<file path="src/rtl/tt_ctrl_pkg.sv">
// ----------------------------------------------------------------------------
// tt_ctrl_pkg
// Shared definitions for the chip-level selection controller and anything that
// decodes the spine (row muxes, benches).
//   - ctrl_state_e : controller state encoding
//   - SEL_W        : width of the flat module select
//   - IW_* / OW_*  : bit positions of the fixed fields on the inward/outward
//                    spine buses; the user fields sit directly above them and
//                    the high guard is always the top bit of the bus.
// ----------------------------------------------------------------------------
package tt_ctrl_pkg;

   localparam int SEL_W = 10;

   // Inward spine: {gh, usr, sel[9:0], ena, gl}
   localparam int IW_GL_BIT  = 0;
   localparam int IW_ENA_BIT = 1;
   localparam int IW_SEL_LSB = 2;
   localparam int IW_USR_LSB = IW_SEL_LSB + SEL_W;

   // Outward spine: {gh, usr, gl}
   localparam int OW_GL_BIT  = 0;
   localparam int OW_USR_LSB = 1;

   typedef enum logic [1:0] {
      ST_ACTIVE = 2'd0,
      ST_BREAK  = 2'd1,
      ST_HOLD   = 2'd2,
      ST_SETTLE = 2'd3
   } ctrl_state_e;

   // Select advance; 1023 wraps to 0 by plain modulo-2^SEL_W arithmetic.
   function automatic logic [SEL_W-1:0] sel_inc(input logic [SEL_W-1:0] s);
      return s + 1'b1;
   endfunction

endpackage

</file>
<file path="src/rtl/tt_ctrl_sync.sv">
// ----------------------------------------------------------------------------
// tt_ctrl_sync
// Two-flop synchroniser for slow asynchronous pad strobes.
//   clk  : destination clock
//   rst  : asynchronous active-high reset, clears both stages to 0
//   d_i  : asynchronous input(s)
//   q_o  : synchronised output(s), two clk edges behind d_i
// ----------------------------------------------------------------------------
module tt_ctrl_sync #(
   parameter int W = 1
) (
   input  logic         clk,
   input  logic         rst,
   input  logic [W-1:0] d_i,
   output logic [W-1:0] q_o
);

   logic [W-1:0] meta_q, meta_d;
   logic [W-1:0] sync_q, sync_d;

   always_comb begin
      meta_d = d_i;
      sync_d = meta_q;
   end

   always_ff @(posedge clk or posedge rst) begin
      if (rst) begin
         meta_q <= '0;
         sync_q <= '0;
      end else begin
         meta_q <= meta_d;
         sync_q <= sync_d;
      end
   end

   assign q_o = sync_q;

endmodule

</file>
<file path="src/rtl/tt_ctrl_sel.sv">
// ----------------------------------------------------------------------------
// tt_ctrl_sel
// Selection controller driving the vertical spine. Converts the slow pad
// strobes (select reset, select increment, enable) into a registered 10-bit
// module select and a glitch-free enable with break-before-make sequencing,
// and maps the chip I/O pads onto the spine user buses.
//   clk, rst       : clock, asynchronous active-high reset
//   pad_sel_rst_n  : async pad, low clears and holds the select at 0
//   pad_sel_inc    : async pad, each rising edge advances the select
//   pad_ena        : async pad, requests enable of the selected module
//   pad_ui_in      : dedicated input pads       -> spine_iw usr (low part)
//   pad_uio_in     : bidirectional pad inputs   -> spine_iw usr (high part)
//   pad_uo_out     : dedicated output pads      <- spine_ow usr[N_O-1:0]
//   pad_uio_out    : bidir pad output values    <- next N_IO usr bits
//   pad_uio_oe     : bidir pad output enables   <- top N_IO usr bits
//   spine_iw       : {gh, usr, sel, ena, gl}, guards driven 0
//   spine_ow       : {gh, usr, gl}, guards ignored
//   sel_addr       : current select (debug)
// ----------------------------------------------------------------------------
module tt_ctrl_sel
   import tt_ctrl_pkg::*;
#(
   parameter  int N_IO       = 8,
   parameter  int N_O        = 8,
   parameter  int N_I        = 10,
   parameter  int SETTLE_CYC = 4,
   localparam int U_IW       = N_I + N_IO,
   localparam int U_OW       = N_O + 2 * N_IO,
   localparam int S_IW       = U_IW + 13,
   localparam int S_OW       = U_OW + 2
) (
   input  logic             clk,
   input  logic             rst,
   input  logic             pad_sel_rst_n,
   input  logic             pad_sel_inc,
   input  logic             pad_ena,
   input  logic [N_I-1:0]   pad_ui_in,
   input  logic [N_IO-1:0]  pad_uio_in,
   output logic [N_O-1:0]   pad_uo_out,
   output logic [N_IO-1:0]  pad_uio_out,
   output logic [N_IO-1:0]  pad_uio_oe,
   output logic [S_IW-1:0]  spine_iw,
   input  logic [S_OW-1:0]  spine_ow,
   output logic [SEL_W-1:0] sel_addr
);

   localparam int              CNT_W    = $clog2(SETTLE_CYC + 1);
   localparam logic [CNT_W-1:0] CNT_LOAD = CNT_W'(SETTLE_CYC);

   // ---------------- pad synchronisation ----------------
   logic s_rst_n, s_inc, s_ena;

   tt_ctrl_sync #(.W(1)) u_sync_rst_n (.clk(clk), .rst(rst), .d_i(pad_sel_rst_n), .q_o(s_rst_n));
   tt_ctrl_sync #(.W(1)) u_sync_inc   (.clk(clk), .rst(rst), .d_i(pad_sel_inc),   .q_o(s_inc));
   tt_ctrl_sync #(.W(1)) u_sync_ena   (.clk(clk), .rst(rst), .d_i(pad_ena),       .q_o(s_ena));

   logic inc_prev_q, inc_prev_d;
   logic inc_edge;

   assign inc_prev_d = s_inc;
   assign inc_edge   = s_inc & ~inc_prev_q;

   // ---------------- select / enable FSM ----------------
   ctrl_state_e      state_q, state_d;
   logic [SEL_W-1:0] sel_q, sel_d;
   logic [CNT_W-1:0] cnt_q, cnt_d;
   logic             ena_q, ena_d;

   always_comb begin
      state_d = state_q;
      sel_d   = sel_q;
      cnt_d   = cnt_q;
      case (state_q)
         ST_ACTIVE: begin
            if (!s_rst_n || inc_edge) state_d = ST_BREAK;
         end
         ST_BREAK: begin
            // Enable has just dropped; only now is the select allowed to move.
            if (!s_rst_n) begin
               sel_d   = '0;
               state_d = ST_HOLD;
            end else begin
               sel_d   = sel_inc(sel_q);
               cnt_d   = CNT_LOAD;
               state_d = ST_SETTLE;
            end
         end
         ST_SETTLE: begin
            if (!s_rst_n) begin
               sel_d   = '0;
               state_d = ST_HOLD;
            end else if (inc_edge) begin
               // Enable is already low, so step directly and restart settling.
               sel_d = sel_inc(sel_q);
               cnt_d = CNT_LOAD;
            end else if (cnt_q <= CNT_W'(1)) begin
               state_d = ST_ACTIVE;
            end else begin
               cnt_d = cnt_q - 1'b1;
            end
         end
         ST_HOLD: begin
            sel_d = '0;
            if (s_rst_n) begin
               cnt_d   = CNT_LOAD;
               state_d = ST_SETTLE;
            end
         end
         default: state_d = ST_HOLD;
      endcase
      // Enable follows the next state so it drops in the same edge the FSM
      // leaves ACTIVE, one full cycle before the select can change.
      ena_d = (state_d == ST_ACTIVE) && s_ena;
   end

   always_ff @(posedge clk or posedge rst) begin
      if (rst) begin
         state_q    <= ST_SETTLE;
         sel_q      <= '0;
         cnt_q      <= CNT_LOAD;
         ena_q      <= 1'b0;
         inc_prev_q <= 1'b0;
      end else begin
         state_q    <= state_d;
         sel_q      <= sel_d;
         cnt_q      <= cnt_d;
         ena_q      <= ena_d;
         inc_prev_q <= inc_prev_d;
      end
   end

   // ---------------- spine and pad mapping ----------------
   always_comb begin
      spine_iw                          = '0;   // guards gh/gl stay 0
      spine_iw[IW_ENA_BIT]              = ena_q;
      spine_iw[IW_SEL_LSB +: SEL_W]     = sel_q;
      spine_iw[IW_USR_LSB +: U_IW]      = {pad_uio_in, pad_ui_in};
   end

   assign pad_uo_out  = spine_ow[OW_USR_LSB +: N_O];
   assign pad_uio_out = spine_ow[OW_USR_LSB + N_O +: N_IO];
   assign pad_uio_oe  = spine_ow[OW_USR_LSB + N_O + N_IO +: N_IO];
   assign sel_addr    = sel_q;

   // Outward guard bits carry no information.
   logic [1:0] unused_ow_guards;
   assign unused_ow_guards = {spine_ow[S_OW-1], spine_ow[OW_GL_BIT]};

endmodule

</file>
<file path="config.mk">
export PLATFORM = sky130hd
export DESIGN_NAME = tt_ctrl_sel
export DESIGN_NICKNAME = d
export VERILOG_FILES = /design/src/rtl/tt_ctrl_pkg.sv /design/src/rtl/tt_ctrl_sync.sv /design/src/rtl/tt_ctrl_sel.sv
export SDC_FILE = /design/constraint.sdc
export NUM_CORES = 1
export LEC_CHECK = 0
export BUFFER_PORTS_ARGS = -buffer_cell sky130_fd_sc_hd__buf_2
export CORE_MARGIN = 2
export CORE_UTILIZATION = 37
export CTS_CLUSTER_DIAMETER = 80
export DETAILED_ROUTE_END_ITERATION = 16
export GPL_TIMING_DRIVEN = 0
export HOLD_SLACK_MARGIN = 0.02
export PLACE_DENSITY = 0.76
export SLEW_MARGIN = 15
export SYNTH_ARGS = -nofsm -noshare
export SYNTH_HDL_FRONTEND = slang
export SYNTH_SLANG_ARGS = --single-unit
</file>
<file path="constraint.sdc">
create_clock -name clk -period 1.72 [get_ports clk]
set_input_delay 0.086 -clock clk [delete_from_list [all_inputs] [get_ports clk]]
set_output_delay 0.086 -clock clk [all_outputs]
set_load 0.005 [all_outputs]
</file>
==> Yosys cells after proc, flatten, opt, wreduce, memory -nomap -nowiden <==
Cells that the tools add are included.
{ "totals": {"regBits": 23, "out_inout_bits": 65, "word_cells": 49} }
{ "op_classes": {"n_reduce_logical": 10, "n_mux": 16, "n_eq_ne": 7, "addsub": 2, "bitwise_logic": 2, "magnitude_cmp": 1} }
{ "op_table": {"columns": ["cell", "count"], "rows": [
  ["$mux 10", 3],
  ["$pmux 10 s3", 1],
  ["$mux 3", 4],
  ["$add 10x1->10 const B", 1],
  ["$mux 2", 5],
  ["$pmux 2 s4", 1],
  ["$ne 3x3->1 const B", 2],
  ["$pmux 3 s2", 1],
  ["$eq 2x2->1 const B", 2],
  ["$logic_not 2->1", 2],
  ["$ne 2x1->1 const B", 2],
  ["$reduce_and 4->1", 1],
  ["$le 3x1->1 const B", 1],
  ["$reduce_bool 3->1", 1],
  ["$sub 3x1->3 const B", 1],
  ["$eq 2x1->1 const B", 1],
  ["$reduce_and 2->1", 1],
  ["$reduce_bool 2->1", 1],
  ["$reduce_or 2->1", 1],
  ["$and 1x1->1", 1],
  ["$logic_and 1x1->1", 1],
  ["$logic_not 1->1", 1],
  ["$logic_or 1x1->1", 1],
  ["$mux 1", 1],
  ["$not 1->1", 1]
]} }

==> Logic depth before layout (Yosys ltp) <==
{ "depth": {"ltp_word": 7, "ltp_mapped": 7} }

==> By module <==
A second synthesis with hierarchy kept.
{ "hier_totals": {"cells_unflattened": 174, "hier_area_um2": 1601.5} }
{ "by_module_without_submodules": {"columns": ["mod", "area_each_um2", "instances", "cells_per_inst"], "rows": [
  ["tt_ctrl_sel", 1440.1, 1, 165],
  ["tt_ctrl_sync", 53.8, 3, 3]
]} }

==> Worst setup path after synthesis <==
No wires, ideal clock.
{ "synth_timing": {"path_type": "register -> register", "startpoint": "register state_q[0]", "endpoint": "register cnt_q[0]", "path_slack_ns": -0.022, "arrival_ns": 1.678, "synth_period_minus_slack_ns": 1.742, "stages_incl_launch_ff": 7, "required_time_ns": 1.656, "cell_sequence": "dfstp_2 -> inv_1 -> ha_1 -> o21ai_0 -> a41oi_1 -> nor3b_1 -> a21o_1"} }
{ "synth_between": {"elab_chain_len": 4, "elab_cells_between_ends": 10, "classes_between": "eq/ne (6); mux (1); reduce/logical (3)"} }
{ "synth_lines": {"columns": ["item", "line_no", "text"], "rows": [
  ["from (decl)", "tt_ctrl_sel.sv:64", "ctrl_state_e state_q, state_d;"],
  ["from (signal assigned)", "tt_ctrl_sel.sv:124", "state_q <= state_d;"],
  ["$eq 2x2->1 or $eq 2x1->1 (tied branches)", "tt_ctrl_sel.sv:73", "case (state_q)"],
  ["$reduce_or 2->1 (no line)", null, null],
  ["$ne 2x1->1 (no line) or $reduce_bool 2->1 (tied branches)", null, null],
  ["$reduce_and 4->1 (no line)", null, null],
  ["to (signal assigned)", "tt_ctrl_sel.sv:126", "cnt_q <= cnt_d;"],
  ["to (decl)", "tt_ctrl_sel.sv:66", "logic [CNT_W-1:0] cnt_q, cnt_d;"]
]} }
Parallel ways exist; a longest one is shown, timed or not.
A chain may end at the register's enable or synchronous reset.

==> Worst setup path after layout <==
{ "layout_timing": {"startpoint": "register state_q[0]", "endpoint": "register ena_q"} }
{ "layout_between": {"elab_cells_between_ends": 12, "classes_between": "eq/ne (3); mux (6); reduce/logical (3)"} }
{ "layout_rtl": {"columns": ["item", "line_no", "text"], "rows": [
  ["$eq 2x2->1, or another cell as far along", "tt_ctrl_sel.sv:73", null],
  ["$pmux 2 s4 *", "tt_ctrl_sel.sv:73", null],
  ["via state_d[1]", "tt_ctrl_sel.sv:64", null],
  ["$logic_not 2->1 *", "tt_ctrl_sel.sv:113", "ena_d = (state_d == ST_ACTIVE) && s_ena;"],
  ["$logic_and 1x1->1 *", "tt_ctrl_sel.sv:113", null],
  ["via ena_d", "tt_ctrl_sel.sv:67", "logic ena_q, ena_d;"],
  ["to (signal assigned)", "tt_ctrl_sel.sv:127", "ena_q <= ena_d;"],
  ["to (decl)", "tt_ctrl_sel.sv:67", null]
]} }
The timed path passes the listed nets; every way through them passes the cells marked *.

==> run metrics <==
status=complete, but fails checks; failing checks=negative setup slack; Seq cells post-synth=23; mean area per synthesized cell=between 9 and 10 sq um; area delta synth->final=40.3%; Antenna Nets Post-Route=0; wire per inst=approximately 12 um; pin count of the biggest net entering global routing=24; Slew headroom=44.9%; RSZ-0062 raised after global routing=yes; Core Area=0.00409 sq mm; Final Slew Violations=0; slowest cell on the critical path=dfstp_2; Max Used Layer=met4; leak pwr=1.22 nW; CTS clk-pin slew, worst paths=80 ps; DRC viols=0; First-pass DRT Iterations=4; switching share of power=37.1%; vias in the first global route=1301; first-pass GRT wire length=5610 um; pre-CTS setup slack=-151 ps; DR WL met2=about 1900 um; Gate power share=approximately 56%; Worst Max-Slew Pin Slew=approximately 820 ps; Startpoint Class=register; Hold Crit Class=in2out; Initial Utilization=39.4%; CTS tree=done; metal1 wirelength=~1400 um; clock sink count=23; Synth top area share=31.1%; Seq/Total Area, Yosys=36.0%; CP peak stage delay=570 ps; die area=0.00490 sq mm; Hold Fails Final Rpt=0; fmax=576 MHz; r2r startpoint=state_q[0]; total number of vias=1443; Switching Power=927 uW; internal power=1.57 mW; Synth area leader=dfrtp_1; skew final=6.87 ps; Critical Path Start=state_q[0]; Reg-to-Reg End=ena_q; hold slack=approximately 340 ps; share of layout cells above drive strength 1=between 60% and 70%; flop2flop setup slack=-20 ps; IO buf count=67; max cap viols=0; GPL Wtd Cong=0.872; Final Worst Setup Slack=-16.4 ps; Power, Total=2.49 mW; num rows=23; endpoint type of the worst setup path=register; Syn Std Cell Area=0.00161 sq mm; met3 wire length=215 um; Hold Path Cell Cnt=2; diodes inserted=0; delay-heaviest family, CP=simple AND/OR/NAND/NOR gates; drt total wl=3580 um; HPWL Detailed=2510 um; die extent in y=between 60 and 70 um; CP endpoint=ena_q; nets=315; CP max FO=8; I/O pin cnt=between 100 and 150; Power Dens Cells=1100 mW/mm^2; endpoints failing setup=1; count of yosys warnings during synthesis=0; Syn Inst Count=~170; cts bufs inserted=3; WP data required=1920 ps; Crit path buffers/inverters=1; Congestion Overflow GR=0; Area contributors post-synth=dfrtp_1, buf_4, ha_1, dfstp_2, o21ai_0; crit path cell chain=inv_2 > ha_2 > and4_1 > or3_4 > and4bb_1; Final Cycle Share=101%; clk buf depth=2; final core occ=55.3%; vias per cell=4.70; Post-Route Setup TNS=-16.4 ps; die width=70.0 um; Stages on worst setup path=5; post-synthesis cell type count=39; Flop pwr share=30.5%; CP Class=reg2reg; crit path DAT=1940 ps; CTS Root Cell=clkbuf_8; Tmin final=1740 ps; antenna violations before repair=0; maximum vdd drop=0.591 mV; worst-skew pair later-pin latency=270 ps; clock power share=a little over an eighth; H-tree depth=1; GRT Overall Usage=13.7%; drt initial violations=16; Register-to-Register Path Depth=5
-- routing by layer --
metal,vias up,track usage (%)
met4,0,5.77
met3,6,0.144
met2,71,25.2
met5,-,0
met1,658,17.0
li1,708,-
-- stage by stage --
step                instances  cell area (sq um)
floorplan                 174               1620
global placement          291               2020
detailed placement        291               2020
CTS                       303               2160
global route              307               2260
finish                    307               2260
-- layout by cell type (no fill, tap or decap), types with 4 or more instances in the layout --
cell type,netlist,final
buf_2,1,67
buf_4,55,64
dfrtp_1,20,20
nand2_1,11,11
o21ai_0,12,9
nand3_1,7,7
inv_1,6,4
nand2b_1,4,4
a21oi_1,5,4
ha_1,8,4
dlygate4sd3_1,0,4
-- cell families after synthesis --
| logic type | count (synthesis) | synth area share (%) |
|---|---|---|
| DFF | 23 | 36.0 |
| AOI/OAI and AO/OA | 32 | 13.1 |
| adders and majority gates | 8 | 6.22 |
| buffers and inverters | 63 | 27.6 |
| and+or+nand+nor | 46 | 16.9 |
| other | 1 | 0.233 |
-- synth_stat cells --
cell type	count
nand4_1	2
a311oi_1	1
o2111ai_1	1
nand2b_1	4
dfstp_2	3
or3_1	2
o211a_1	1
a31oi_1	1
a211o_1	1
a21o_1	1
nor3b_1	2
and3_1	1
nand3b_1	1
nand3_1	7
o41ai_1	1
nor2_1	4
ha_1	8
and4_1	2
o21bai_1	1
a2bb2oi_1	1
a31o_1	1
o21ai_0	12
nor2b_1	3
clkbuf_1	1
o31ai_1	2
a21oi_1	5
or4_1	2
nand2_1	11
conb_1	1
buf_4	55
a41oi_1	1
dfrtp_1	20
nand2b_4	2
buf_2	1
inv_1	6
nor3_1	1
o31a_1	2
and4bb_1	1
nor4_1	1
-- layout make-up --
cell class                 instances  area (sq um)
fill                             355          1830
multi-input combinational         88           687
sequential                        23           579
timing repair buffer              79           435
buffer                            57           425
tap                               50          62.6
clock buffer                       4          45.0
inverter                           6          25.0
-- worst min-delay path by stage --
stage               slack (ps)             endpoint           from
floorplan                   90             cnt_q[0]            rst
global placement           200  u_sync_rst_n.meta_q  pad_sel_rst_n
detailed placement         200    u_sync_ena.meta_q        pad_ena
CTS                        340         spine_iw[23]  pad_uio_in[1]
global route               340         spine_iw[27]  pad_uio_in[5]
finish                     340         spine_iw[23]  pad_uio_in[1]
-- power groups by stage --
stage | Combinational (mW) | Clock [mW] | Sequential (mW)
finish | 1.40 | 0.337 | 0.761
global route | 1.51 | 0.370 | 0.779
global placement | 0.908 | 0 | 0.761
detailed placement | 0.930 | 0 | 0.764
CTS | 1.08 | 0.349 | 0.751
floorplan | 0.698 | 0 | 0.744
-- what timing repair did --
action / 4_1_cts / 5_1_grt
buffers inserted: 4 / 4
endpoints found under the hold margin: 23 / 0
gates resized for setup: 9 / 16
setup endpoints to repair: 12 / 12
hold buffers: 4 / 0
pin swaps: 0 / 1
-- flip-flops by register name, indices dropped and copies added (netlist names) --
register / flops
u_sync_ena.meta_q: 1
state_q: 2
u_sync_inc.meta_q: 1
sel_addr: 10
inc_prev_q: 1
u_sync_ena.q_o: 1
cnt_q: 3
ena_q: 1
u_sync_rst_n.q_o: 1
u_sync_rst_n.meta_q: 1
u_sync_inc.q_o: 1
Power figures use the tool's default switching activity.
